<file path="src/rtl/sw_debounce.sv">
`default_nettype none
// ============================================================================
//  Module      : sw_debounce
//  Description : Per-channel switch synchronizer and counter-based debouncer
//                with optional one-cycle rise/fall pulses.
//                Optional macro SW_DEBOUNCE_PULSE_EN enables the pulse flops.
//  Revision    : 1.0 - initial release
// ============================================================================
module sw_debounce #(
    parameter int WIDTH           = 2,
    parameter int DEBOUNCE_CYCLES = 1000000
) (
    input  logic             clk,
    input  logic             rst_n,
    input  logic [WIDTH-1:0] sw,
    output logic [WIDTH-1:0] sw_db,
    output logic [WIDTH-1:0] sw_rise,
    output logic [WIDTH-1:0] sw_fall
);

    localparam int               C_CNT_W   = $clog2(DEBOUNCE_CYCLES);
    localparam logic [C_CNT_W-1:0] C_CNT_MAX = C_CNT_W'(DEBOUNCE_CYCLES - 1);

    logic [WIDTH-1:0] r_sync1;
    logic [WIDTH-1:0] r_sync2;
    logic [WIDTH-1:0] r_db;
    logic [WIDTH-1:0] w_update;

    always_ff @(posedge clk or negedge rst_n) begin
        if (!rst_n) begin
            r_sync1 <= '0;
            r_sync2 <= '0;
        end else begin
            r_sync1 <= sw;
            r_sync2 <= r_sync1;
        end
    end

    genvar gi;
    generate
        for (gi = 0; gi < WIDTH; gi = gi + 1) begin : g_ch
            logic [C_CNT_W-1:0] r_cnt;
            logic               w_differ;
            logic               w_expire;

            assign w_differ     = r_sync2[gi] ^ r_db[gi];
            // The disagreement has persisted for DEBOUNCE_CYCLES edges, including this one.
            assign w_expire     = w_differ && (r_cnt == C_CNT_MAX);
            assign w_update[gi] = w_expire;

            always_ff @(posedge clk or negedge rst_n) begin
                if (!rst_n) begin
                    r_cnt <= '0;
                end else if (!w_differ || w_expire) begin
                    r_cnt <= '0;
                end else begin
                    r_cnt <= r_cnt + C_CNT_W'(1);
                end
            end
        end
    endgenerate

    always_ff @(posedge clk or negedge rst_n) begin
        if (!rst_n) begin
            r_db <= '0;
        end else begin
            r_db <= r_db ^ w_update;
        end
    end

    assign sw_db = r_db;

`ifdef SW_DEBOUNCE_PULSE_EN
    logic [WIDTH-1:0] r_rise;
    logic [WIDTH-1:0] r_fall;

    // Pulses are registered on the same edge that flips sw_db, so they coincide with the new level.
    always_ff @(posedge clk or negedge rst_n) begin
        if (!rst_n) begin
            r_rise <= '0;
            r_fall <= '0;
        end else begin
            r_rise <= w_update & r_sync2;
            r_fall <= w_update & ~r_sync2;
        end
    end

    assign sw_rise = r_rise;
    assign sw_fall = r_fall;
`else
    assign sw_rise = '0;
    assign sw_fall = '0;
`endif

endmodule
`default_nettype wire

</file>
<file path="config.mk">
export PLATFORM = sky130hd
export DESIGN_NAME = sw_debounce
export DESIGN_NICKNAME = d
export VERILOG_FILES = /design/src/rtl/sw_debounce.sv
export SDC_FILE = /design/constraint.sdc
export NUM_CORES = 1
export LEC_CHECK = 0
export ABC_CLOCK_PERIOD_IN_PS = 2120
export BUFFER_PORTS_ARGS = -buffer_cell sky130_fd_sc_hd__buf_4
export CAP_MARGIN = 20
export CORE_MARGIN = 2
export CORE_UTILIZATION = 50
export DETAILED_ROUTE_END_ITERATION = 10
export GPL_ROUTABILITY_DRIVEN = 0
export HOLD_SLACK_MARGIN = 0.03
export PLACE_DENSITY = 0.71
export SETUP_SLACK_MARGIN = 0.4
export SLEW_MARGIN = 0
export SYNTH_ARGS = -nofsm -noshare
export SYNTH_HDL_FRONTEND = slang
export SYNTH_SLANG_ARGS = --single-unit
</file>
<file path="constraint.sdc">
create_clock -name clk -period 2.12 [get_ports clk]
set_input_delay 0.318 -clock clk [delete_from_list [all_inputs] [get_ports clk]]
set_output_delay 0.318 -clock clk [all_outputs]
set_load 0.01 [all_outputs]
</file>
==> summary.md, run 1 <==
| Metric | Value |
|---|---|
| Net Sw Power | approximately 0.38 mW |
| Grt ovf | 0 |
| Max-Cap Viols | 0 |
| Seq pwr share | 0.545 |
| Detailed Route Iter0 Violations | between 100 and 150 |
| WP data required | ~2300 ps |
| Pre-antenna DRT Iters | 5 |
| Vias | approximately 1900 |
| Number of H-tree levels | 2 |
| Die X | between 70 and 80 um |
| Post-Synth Adder-Cell Area | 0.01114 |
| Finished Core Util | 0.6882 |
| CP max-delay cell | dfrtp_1 |
| Avg Inst Size Synth | approximately 10 um2 |
| Sw Share | 0.2283 |
| Power Internal | roughly 1.3 mW |
| Area share of and/or/nand/nor cells after synthesis | 0.2450 |
| Worst slack on hold paths | about 14 ps |
| Crit end category | flop |
| Ratio of cells with drive above 1 in the final layout | 0.4103 |
| Post-layout min period | roughly 1900 ps |
| Area delta synth->final | 33.35% |
| Starting Density | 0.5161 |
| Cts bufs inserted | 5 |
| Syn. warnings | 0 |
| Seq/Total Area, Yosys | 0.5122 |
| Total GRT Usage | 0.2039 |
| Arrival time at the worst endpoint | around 2100 ps |
| Combinational Power Share | 0.057 |
| Final Total Pwr | between 1.5 and 2 mW |
| Largest stage delay, worst path | just over 400 ps |
| Sink Count | 46 |
| Largest family of logic cells by synthesized area | simple AND/OR/NAND/NOR gates |
| DRC Markers | 0 |
| WL final | approximately 5.4 mm |
| Startpoint types | flop |
| Syn Inst Count | between 200 and 250 |
| RSZ-0062 raised after global routing | true |
| CP Cell Sequence | buf_4 > nor4_4 > nand4b_1 > o41ai_4 > buf_2 > nor2_1 |
| Multi-input combinational cell area | between 1000 and 1500 um2 |
| CTS Root Cell | clkbuf_8 |
| Fin. Hold Viols | 0 |
| Pwr per Cell Area | ~550 nW/um2 |
| Initial antenna violation count | 0 |
| Clock slew at reported path FFs | 90 ps |
| Drt wl/cell | ~17 um |
| Clk_skew | about 10 ps |
| Fillers | about 290 |
| Critical path class | flop to flop |
| Outcome | finished, final reports clean |
| Worst hold path class | input port to async pin |
| Post-synthesis mux area share | 0.01448 |
| Die H | ~71 um |
| Sequential Area | roughly 1200 um2 |
| Vias in the first global route | roughly 1800 |
| Setup TNS | 0 ps |
| TritonCTS clock tree | yes |
| Peak supply drop | 528.6 uV |
| Max_slew headroom | 0.6172 |
| Tightest Pin Transition | approximately 570 ps |
| Detailed placer's ending HPWL | roughly 2.8 mm |
| Xor/xnor share of the synthesized area | 0.1052 |
| Max clock buf depth | 2 |
| Fmax | roughly 0.54 GHz |
| Crit path max fanout | 4 |
| PortBufs | 5 |
| First-pass GRT wire length | a little over 8 mm |
| Commonest non-fill, non-tap cells in the layout | buf_4 (44), dfrtp_1 (42), xnor2_1 (19) |
| Setup Viol. Count Final | 0 |
| Layout net count | 278 |
| Mapped Area | about 2200 um2 |
| Crit share post-route | 0.8758 |
| Die Footprint | about 5000 um2 |
| Clock latency on the worst-skew pair | approximately 300 ps |
| Boundary pin count | 10 |
| Post-synthesis register bit count | 46 |
| Final ANT Viol Nets | 0 |
| Largest net degree at the start of global routing | 47 |
| Fin. max-slew vios | 0 |
| Commonest non-fill, non-tap cell in the layout | buf_4 |
| Clk pwr share | 0.398 |
| Leak | between 1 and 1.5 nW |
| Post-synthesis cell type count | 35 |
| CORE AREA | 4354 um2 |
| Routed vias/inst | between 5 and 6 |
| Compound-cell area share of the yosys netlist | 0.07684 |
| Core Rows | 24 |
| Antenna diodes | 0 |
## worst max-delay path: cells and delay by family, from the launching register on
family / cells / cell delay (ps)
compound gates: 1 / 350
buf+inv: 2 / 390
flops: 1 / 410
simple gates: 3 / 610
## cells in the mapped netlist (all sizes together)
library cell | number | share of area
a21oi | 11 | 0.026
nor4 | 6 | 0.017
mux2i | 1 | 0.0045
nand2 | 10 | 0.017
o31ai | 7 | 0.030
conb | 1 | 0.0017
ha | 2 | 0.011
or4b | 1 | 0.0045
and3 | 4 | 0.012
or4 | 8 | 0.028
o41ai | 1 | 0.012
nor3 | 9 | 0.020
xor2 | 8 | 0.031
xnor2 | 19 | 0.074
o21ai | 4 | 0.0089
nand3 | 15 | 0.036
mux2 | 2 | 0.010
nor4bb | 1 | 0.0045
nand4 | 7 | 0.025
nor2 | 32 | 0.053
nand4b | 1 | 0.0039
inv | 7 | 0.012
nor4b | 2 | 0.0078
or2 | 2 | 0.0056
or3 | 4 | 0.011
dfrtp | 46 | 0.51
buf | 7 | 0.020
clkbuf | 1 | 0.0017
## sequential cells by signal (all words and copies together) (netlist names), named ones only
register    cells
g_ch.r_cnt     40
r_sync1         2
r_sync2         2
## through the flow
step	instances	setup WS (ps)	cell area [um2]
final	325	263.2	2997
after global placement	277	221.3	2371
after CTS	309	320.2	2724
after global routing	325	246.5	2997
after floorplan	222	283.5	2286
after detailed placement	277	153.9	2371
## final cells by class
class,instances,share of cell area
well taps,52,0.02171
multi-input cells,161,0.4117
clock inverters,3,0.01461
repair buffers,51,0.1344
flip-flops and latches,46,0.3858
inverters,7,0.008768
clock buffers,5,0.02296
## power groups by stage
stage / clock [mW] / sequential [mW] / combinational, mW
3_3_place_gp: 0 / 0.918 / 0.0652
2_1_floorplan: 0 / 0.917 / 0.0394
3_5_place_dp: 0 / 0.919 / 0.0653
5_1_grt: 0.713 / 0.907 / 0.105
6_report: 0.661 / 0.905 / 0.0943
4_1_cts: 0.670 / 0.901 / 0.0743
## layer usage
metal	part of all wire	GRT usage	vias to the layer above	wire, um
li1	-	-	873	-
met1	0.43	0.2729	926	2325
met2	0.49	0.3292	69	2665
met3	0.035	0.04274	22	192
met4	0.042	0.07547	0	227
met5	0	0	-	0
## worst paths after layout
kind | startpoint | end | slack, ps | cells after the start
max | g_ch[0].r_cnt[10] | g_ch[0].r_cnt[10] | 260 | 6
min | rst_n | g_ch[0].r_cnt[9] | 10 | 1
max reg2reg | g_ch[0].r_cnt[10] | g_ch[0].r_cnt[10] | 260 | 6
min reg2reg | r_sync1[1] | r_sync2[1] | 350 | 0
max in group asynchronous | rst_n | g_ch[1].r_cnt[2] | 1680 | 1
min in group clk | sw[0] | r_sync1[0] | 120 | 1
## what timing repair did
action                                  4_1_cts  5_1_grt
cloned                                        0        1
resized for setup                            11       43
hold buffers                                  0        0
buffers inserted                             24       15
pin swaps                                     7       15
endpoints found under the setup margin       36       40
## kinds of logic after synthesis
| logic type | count (synthesis) |
|---|---|
| compound gates | 23 |
| fa+ha+maj | 2 |
| buf+inv | 15 |
| other cells | 1 |
| flops | 46 |
| mux | 3 |
| xor+xnor | 27 |
| simple gates | 102 |
(Power assumes the default switching activity.)
==> run 2: changes to the inputs <==
- REMOVE_ABC_BUFFERS: default -> 1
==> run 2 against run 1 <==
Net effect:
- critical path depth stayed put
- first-iteration DRC count is 27% lower
- sequential power hardly changed
- wire length is 2.6% lower
- die area stayed put
- power is 6.1% lower
- clock skew is 6.8 ps lower
- final cell count is 2.2% lower
- worst setup slack better by 13 ps
- design area is 1.6% lower
==> summary.md, run 2 (synthesized netlist as in run 1, its figures left out) <==
| Metric | Value |
|---|---|
| Fin. Hold Viols | 0 (unchanged) |
| Crit path max fanout | 5 (+1) |
| Crit end category | flop |
| Die H | 71.04 um (unchanged) |
| Vias | 1854 (-1.9%) |
| Boundary pin count | 10 (unchanged) |
| Tightest Pin Transition | 572.1 ps (-2.110 ps) |
| Commonest non-fill, non-tap cell in the layout | dfrtp_1 |
| Detailed Route Iter0 Violations | 100 (-27%) |
| Layout net count | 271 (-2.5%) |
| Total GRT Usage | 0.1904 (-0.01349) |
| Fin. max-slew vios | 0 (unchanged) |
| Worst hold path class | input port to flop |
| Drt wl/cell | 16.57 um (-0.50%) |
| WL final | 5.268 mm (-2.6%) |
| Leak | 1.165 nW (-6.0%) |
| Die X | 71.04 um (unchanged) |
| Arrival time at the worst endpoint | 2030 ps (-20 ps) |
| Largest register by flop count | g_ch.r_cnt |
| Pwr per Cell Area | 529.0 nW/um2 (-4.5%) |
| Grt ovf | 0 (unchanged) |
| Fmax | 0.5423 GHz (+0.70%) |
| Sink Count | 46 (unchanged) |
| Antenna diodes | 0 (unchanged) |
| First-pass GRT wire length | 7.555 mm (-7.0%) |
| Final Total Pwr | 1.559 mW (-6.1%) |
| WP data required | 2310 ps (about the same) |
| Largest net degree at the start of global routing | 47 (unchanged) |
| Vias in the first global route | 1619 (-8.0%) |
| Clk_skew | 3.565 ps (-6.763 ps) |
| Max clock buf depth | 2 (unchanged) |
| Startpoint types | flop |
| Setup Viol. Count Final | 0 (unchanged) |
| Ratio of cells with drive above 1 in the final layout | 0.3947 (-0.01552) |
| Top flop regs | g_ch.r_cnt: 40 flops, r_sync1: 2 flops, r_sync2: 2 flops |
| Max_slew headroom | 0.6186 (+0.001407) |
| DRC Markers | 0 (unchanged) |
| Max-Cap Viols | 0 (unchanged) |
| Outcome | finished, final reports clean |
| PortBufs | 5 (unchanged) |
| TritonCTS clock tree | yes |
| Core Rows | 24 (unchanged) |
| Largest register FFs | 40 (unchanged) |
| Initial antenna violation count | 0 (unchanged) |
| Fillers | 294 (unchanged) |
| Number of H-tree levels | 2 (unchanged) |
| RSZ-0062 raised after global routing | true |
| CORE AREA | 4354 um2 (unchanged) |
| Crit share post-route | 0.8698 (-0.006071) |
| Detailed placer's ending HPWL | 2.707 mm (-4.1%) |
| CTS Root Cell | clkbuf_8 |
| Starting Density | 0.5161 (unchanged) |
| Cts bufs inserted | 5 (unchanged) |
| Post-Layout Cell Count | 318 (-2.2%) |
| Clock latency on the worst-skew pair | 300 ps (about the same) |
| Clock slew at reported path FFs | 90 ps (about the same) |
| Setup TNS | 0 ps (unchanged) |
| Placed insts | 279 (+0.72%) |
| Commonest non-fill, non-tap cells in the layout | dfrtp_1 (38), buf_4 (35), xnor2_1 (19) |
| Critical path class | flop to flop |
| Post-layout min period | 1844 ps (-12.87 ps) |
| Final ANT Viol Nets | 0 (unchanged) |
| Routed vias/inst | 5.830 (+0.25%) |
| Pre-antenna DRT Iters | 4 (-1) |
| Area delta synth->final | 31.18% |
| Die Footprint | 5047 um2 (unchanged) |
| Peak supply drop | 499.4 uV (-5.5%) |
==> run 2: cell types whose count changed in the layout (fill, tap and decap cells not counted), moves of 2 or more <==
cell     before  now
buf_4        44   35
a21oi_1       3    9
a21oi_2       8    2
dfrtp_1      42   38
dfrtp_2       4    8
nor2_1       16   12
nor2_4        3    7
buf_6         6    8
==> run 2: path summary, 6_finish.rpt <==
| kind | end | slack (ps) | depth (start not counted) | startpoint |
|---|---|---|---|---|
| hold reg to reg | r_sync2[0] | 360 | 0 | r_sync1[0] |
| hold / removal | r_sync1[0] | 120 | 1 | sw[0] |
| setup / recovery | g_ch[0].r_cnt[6] | 280 | 6 | g_ch[0].r_cnt[7] |
| min in group asynchronous | g_ch[0].r_cnt[7] | 560 | 2 | rst_n |
| max in group asynchronous | g_ch[1].r_cnt[12] | 1130 | 2 | rst_n |
| setup reg to reg | g_ch[0].r_cnt[6] | 280 | 6 | g_ch[0].r_cnt[7] |
==> run 2: power by group <==
group	leakage, nW	internal (mW)	switching (mW)
logic	0.505	0.0414	0.0588
registers	0.615	0.890	0.0155
clock network	0.0447	0.238	0.316
total	1.16	1.17	0.390
==> run 2: timing repair <==
action | CTS | global route
endpoints found under the setup margin | 25 | 40
gates cloned | 0 | 2
hold buffers | 1 | 0
gates resized for setup | 11 | 56
hold endpoints to repair | 35 | 0
buffers inserted | 18 | 10
pin swaps | 6 | 24
==> run 2: per-stage QoR <==
stage	area, um2	worst slack (ps)	hold slack, ps	utilization
4_1_cts	2660	305.8	113.3	0.6109
3_5_place_dp	2372	60.83	341.1	0.5448
5_1_grt	2948	194.7	100.6	0.6770
3_3_place_gp	2372	106.5	333.3	0.5448
2_1_floorplan	2210	129.7	22.41	-
6_report	2948	276.1	120.7	0.6770
==> run 2: final cells by class <==
| cell class | count | area [um2] | share of cell area |
|---|---|---|---|
| well taps | 52 | 65.06 | 0.02207 |
| clock inverters | 3 | 25.02 | 0.008489 |
| repair buffers | 44 | 362.8 | 0.1231 |
| inverters | 7 | 26.28 | 0.008913 |
| clock buffers | 5 | 68.82 | 0.02334 |
| flip-flops and latches | 46 | 1161 | 0.3939 |
| multi-input cells | 161 | 1239 | 0.4202 |
==> run 2: worst max-delay path: stages, from the launching register on <==
cell      delay, ps
dfrtp_1         420
buf_4           180
nor4b_4         260
nand4b_1        180
o41ai_4         420
buf_4           230
nor2_1           50
==> run 2: routing by layer <==
metal | global-route usage | share of wire | vias to the layer above
li1 | - | - | 863
met1 | 0.2747 | 0.44 | 925
met2 | 0.2845 | 0.50 | 56
met3 | 0.03989 | 0.043 | 10
met4 | 0.07338 | 0.021 | 0
met5 | 0 | 0 | -
==> run 3: changes to the inputs <==
- RECOVER_POWER: default -> 50
==> run 3 against run 2 <==
Net effect:
- clock-buffer cell count is the same
- register-to-register slack barely moved
- design area about the same
- worst setup slack worse by 5.4 ps
- worst hold slack improved by 21 ps
- first-iteration DRC count is 51% higher
==> summary.md, run 3 (synthesized netlist as in run 1, its figures left out) <==
| Metric | Value |
|---|---|
| Core Rows | 24 (unchanged) |
| Vias in the first global route | 1619 (unchanged) |
| Top flop regs | g_ch.r_cnt: 40 flops, r_sync1: 2 flops, r_sync2: 2 flops |
| Fillers | 294 (unchanged) |
| Leak | 1.164 nW (about the same) |
| Pwr per Cell Area | 528.9 nW/um2 (about the same) |
| Clock latency on the worst-skew pair | 300 ps (about the same) |
| RSZ-0062 raised after global routing | true |
| Worst hold path class | input port to flop |
| Post-layout min period | 1849 ps (+5.419 ps) |
| Boundary pin count | 10 (unchanged) |
| Final Total Pwr | 1.558 mW (-0.10%) |
| Largest register by flop count | g_ch.r_cnt |
| Post-Layout Cell Count | 318 (unchanged) |
| Grt ovf | 0 (unchanged) |
| Placed cell area | 2372 um2 (unchanged) |
| Ratio of cells with drive above 1 in the final layout | 0.3947 (unchanged) |
| Area delta synth->final | 31.07% (about the same) |
| CORE AREA | 4354 um2 (unchanged) |
| Clock slew at reported path FFs | 90 ps (about the same) |
| Final ANT Viol Nets | 0 (unchanged) |
| Routed vias/inst | 5.871 (+0.70%) |
| Detailed Route Iter0 Violations | 151 (+51%) |
| Layout net count | 271 (unchanged) |
| Die H | 71.04 um (unchanged) |
| Pre-CTS setup slack | 60.83 ps (unchanged) |
| Multi-input combinational cell area | 1239 um2 (unchanged) |
| Max_slew headroom | 0.2801 (-0.3385) |
| Largest net degree at the start of global routing | 47 (unchanged) |
| Cts bufs inserted | 5 (unchanged) |
| Number of H-tree levels | 2 (unchanged) |
| WP data required | 2310 ps (about the same) |
| Vias | 1867 (+0.70%) |
| Pre-antenna DRT Iters | 4 (unchanged) |
| Tightest Pin Transition | 1080 ps (+507.8 ps) |
| Detailed placer's ending HPWL | 2.707 mm (unchanged) |
| Largest register FFs | 40 (unchanged) |
| Max clock buf depth | 2 (unchanged) |
| Die Footprint | 5047 um2 (unchanged) |
| Setup Viol. Count Final | 0 (unchanged) |
| TritonCTS clock tree | yes |
| Sequential Area | 1161 um2 (unchanged) |
| Final Cell Area | 2945 um2 (about the same) |
| Crit share post-route | 0.8723 (+0.002556) |
| Clk_skew | 3.296 ps (-0.2688 ps) |
| First-pass GRT wire length | 7.555 mm (unchanged) |
| Crit path max fanout | 5 (unchanged) |
| Fin. max-slew vios | 0 (unchanged) |
| Max-Cap Viols | 0 (unchanged) |
| Sink Count | 46 (unchanged) |
| Commonest non-fill, non-tap cells in the layout | dfrtp_1 (38), buf_4 (32), xnor2_1 (19) |
| Flop-to-flop setup slack | 270 ps (about the same) |
| Starting Density | 0.5161 (unchanged) |
| Outcome | finished, final reports clean |
| CTS Root Cell | clkbuf_8 |
| Antenna diodes | 0 (unchanged) |
| DRC Markers | 0 (unchanged) |
| Initial antenna violation count | 0 (unchanged) |
| PortBufs | 5 (unchanged) |
| Die X | 71.04 um (unchanged) |
| Fmax | 0.5407 GHz (-0.29%) |
| Startpoint types | flop |
| Arrival time at the worst endpoint | 2040 ps (about the same) |
| Drt wl/cell | 16.43 um (-0.84%) |
| Crit end category | flop |
| Total GRT Usage | 0.1904 (unchanged) |
| Final WS setup | 270.7 ps (-5.419 ps) |
| Placed insts | 279 (unchanged) |
| Commonest non-fill, non-tap cell in the layout | dfrtp_1 |
| Peak supply drop | 498.2 uV (-0.24%) |
| Critical path class | flop to flop |
| WL final | 5.224 mm (-0.84%) |
| Setup TNS | 0 ps (unchanged) |
| Fin. Hold Viols | 0 (unchanged) |
[run 3: cell count changes in the layout (fill, tap and decap cells not counted), sizes merged]
cell and change:
clkbuf +3, buf -3
[run 3: cell type report]
class,instances,share of cell area
multi-input combinational,161,0.4206
sequential,46,0.3942
timing repair buffer,44,0.1223
clock buffer,5,0.02336
tap,52,0.02209
inverter,7,0.008921
clock inverter,3,0.008496
[run 3: final timing paths]
kind / endpoint / start / cells past startpoint
setup / recovery: g_ch[0].r_cnt[6] / g_ch[0].r_cnt[7] / 6
hold / removal: r_sync1[1] / sw[1] / 1
setup reg to reg: g_ch[0].r_cnt[6] / g_ch[0].r_cnt[7] / 6
hold reg to reg: r_sync2[0] / r_sync1[0] / 0
max in group asynchronous: g_ch[0].r_cnt[11] / rst_n / 2
min in group asynchronous: g_ch[0].r_cnt[5] / rst_n / 2
[run 3: repair_timing]
item / CTS / global route
hold buffers: 1 / 0
resized for setup: 11 / 56
gates cloned: 0 / 2
setup buffers: 18 / 10
pin swaps: 6 / 24
setup endpoints to repair: 25 / 40
endpoints found under the hold margin: 35 / 0
[run 3: critical path, cell delays in order (launching register included)]
cell      delay (ps)
dfrtp_1          430
buf_4            180
nor4b_4          260
nand4b_1         180
o41ai_4          420
buf_4            230
nor2_1            50
[run 3: per-layer routing]
layer / track usage / wire [um]
met5: 0 / 0
met4: 0.07338 / 110
met3: 0.03989 / 195
met2: 0.2845 / 2639
met1: 0.2747 / 2279
[run 3: stage by stage]
step | hold slack, ps | util
CTS | 113.3 | 0.6109
finish | 141.9 | 0.6764
floorplan | 22.41 | -
detailed placement | 341.1 | 0.5448
global placement | 333.3 | 0.5448
global route | 124.4 | 0.6764
[run 3: report_power, final]
| group | leakage, nW | switching (mW) | internal (mW) |
|---|---|---|---|
| combinational | 0.504 | 0.0583 | 0.0406 |
| clock | 0.0447 | 0.315 | 0.238 |
| sequential | 0.615 | 0.0156 | 0.890 |
| total | 1.16 | 0.389 | 1.17 |
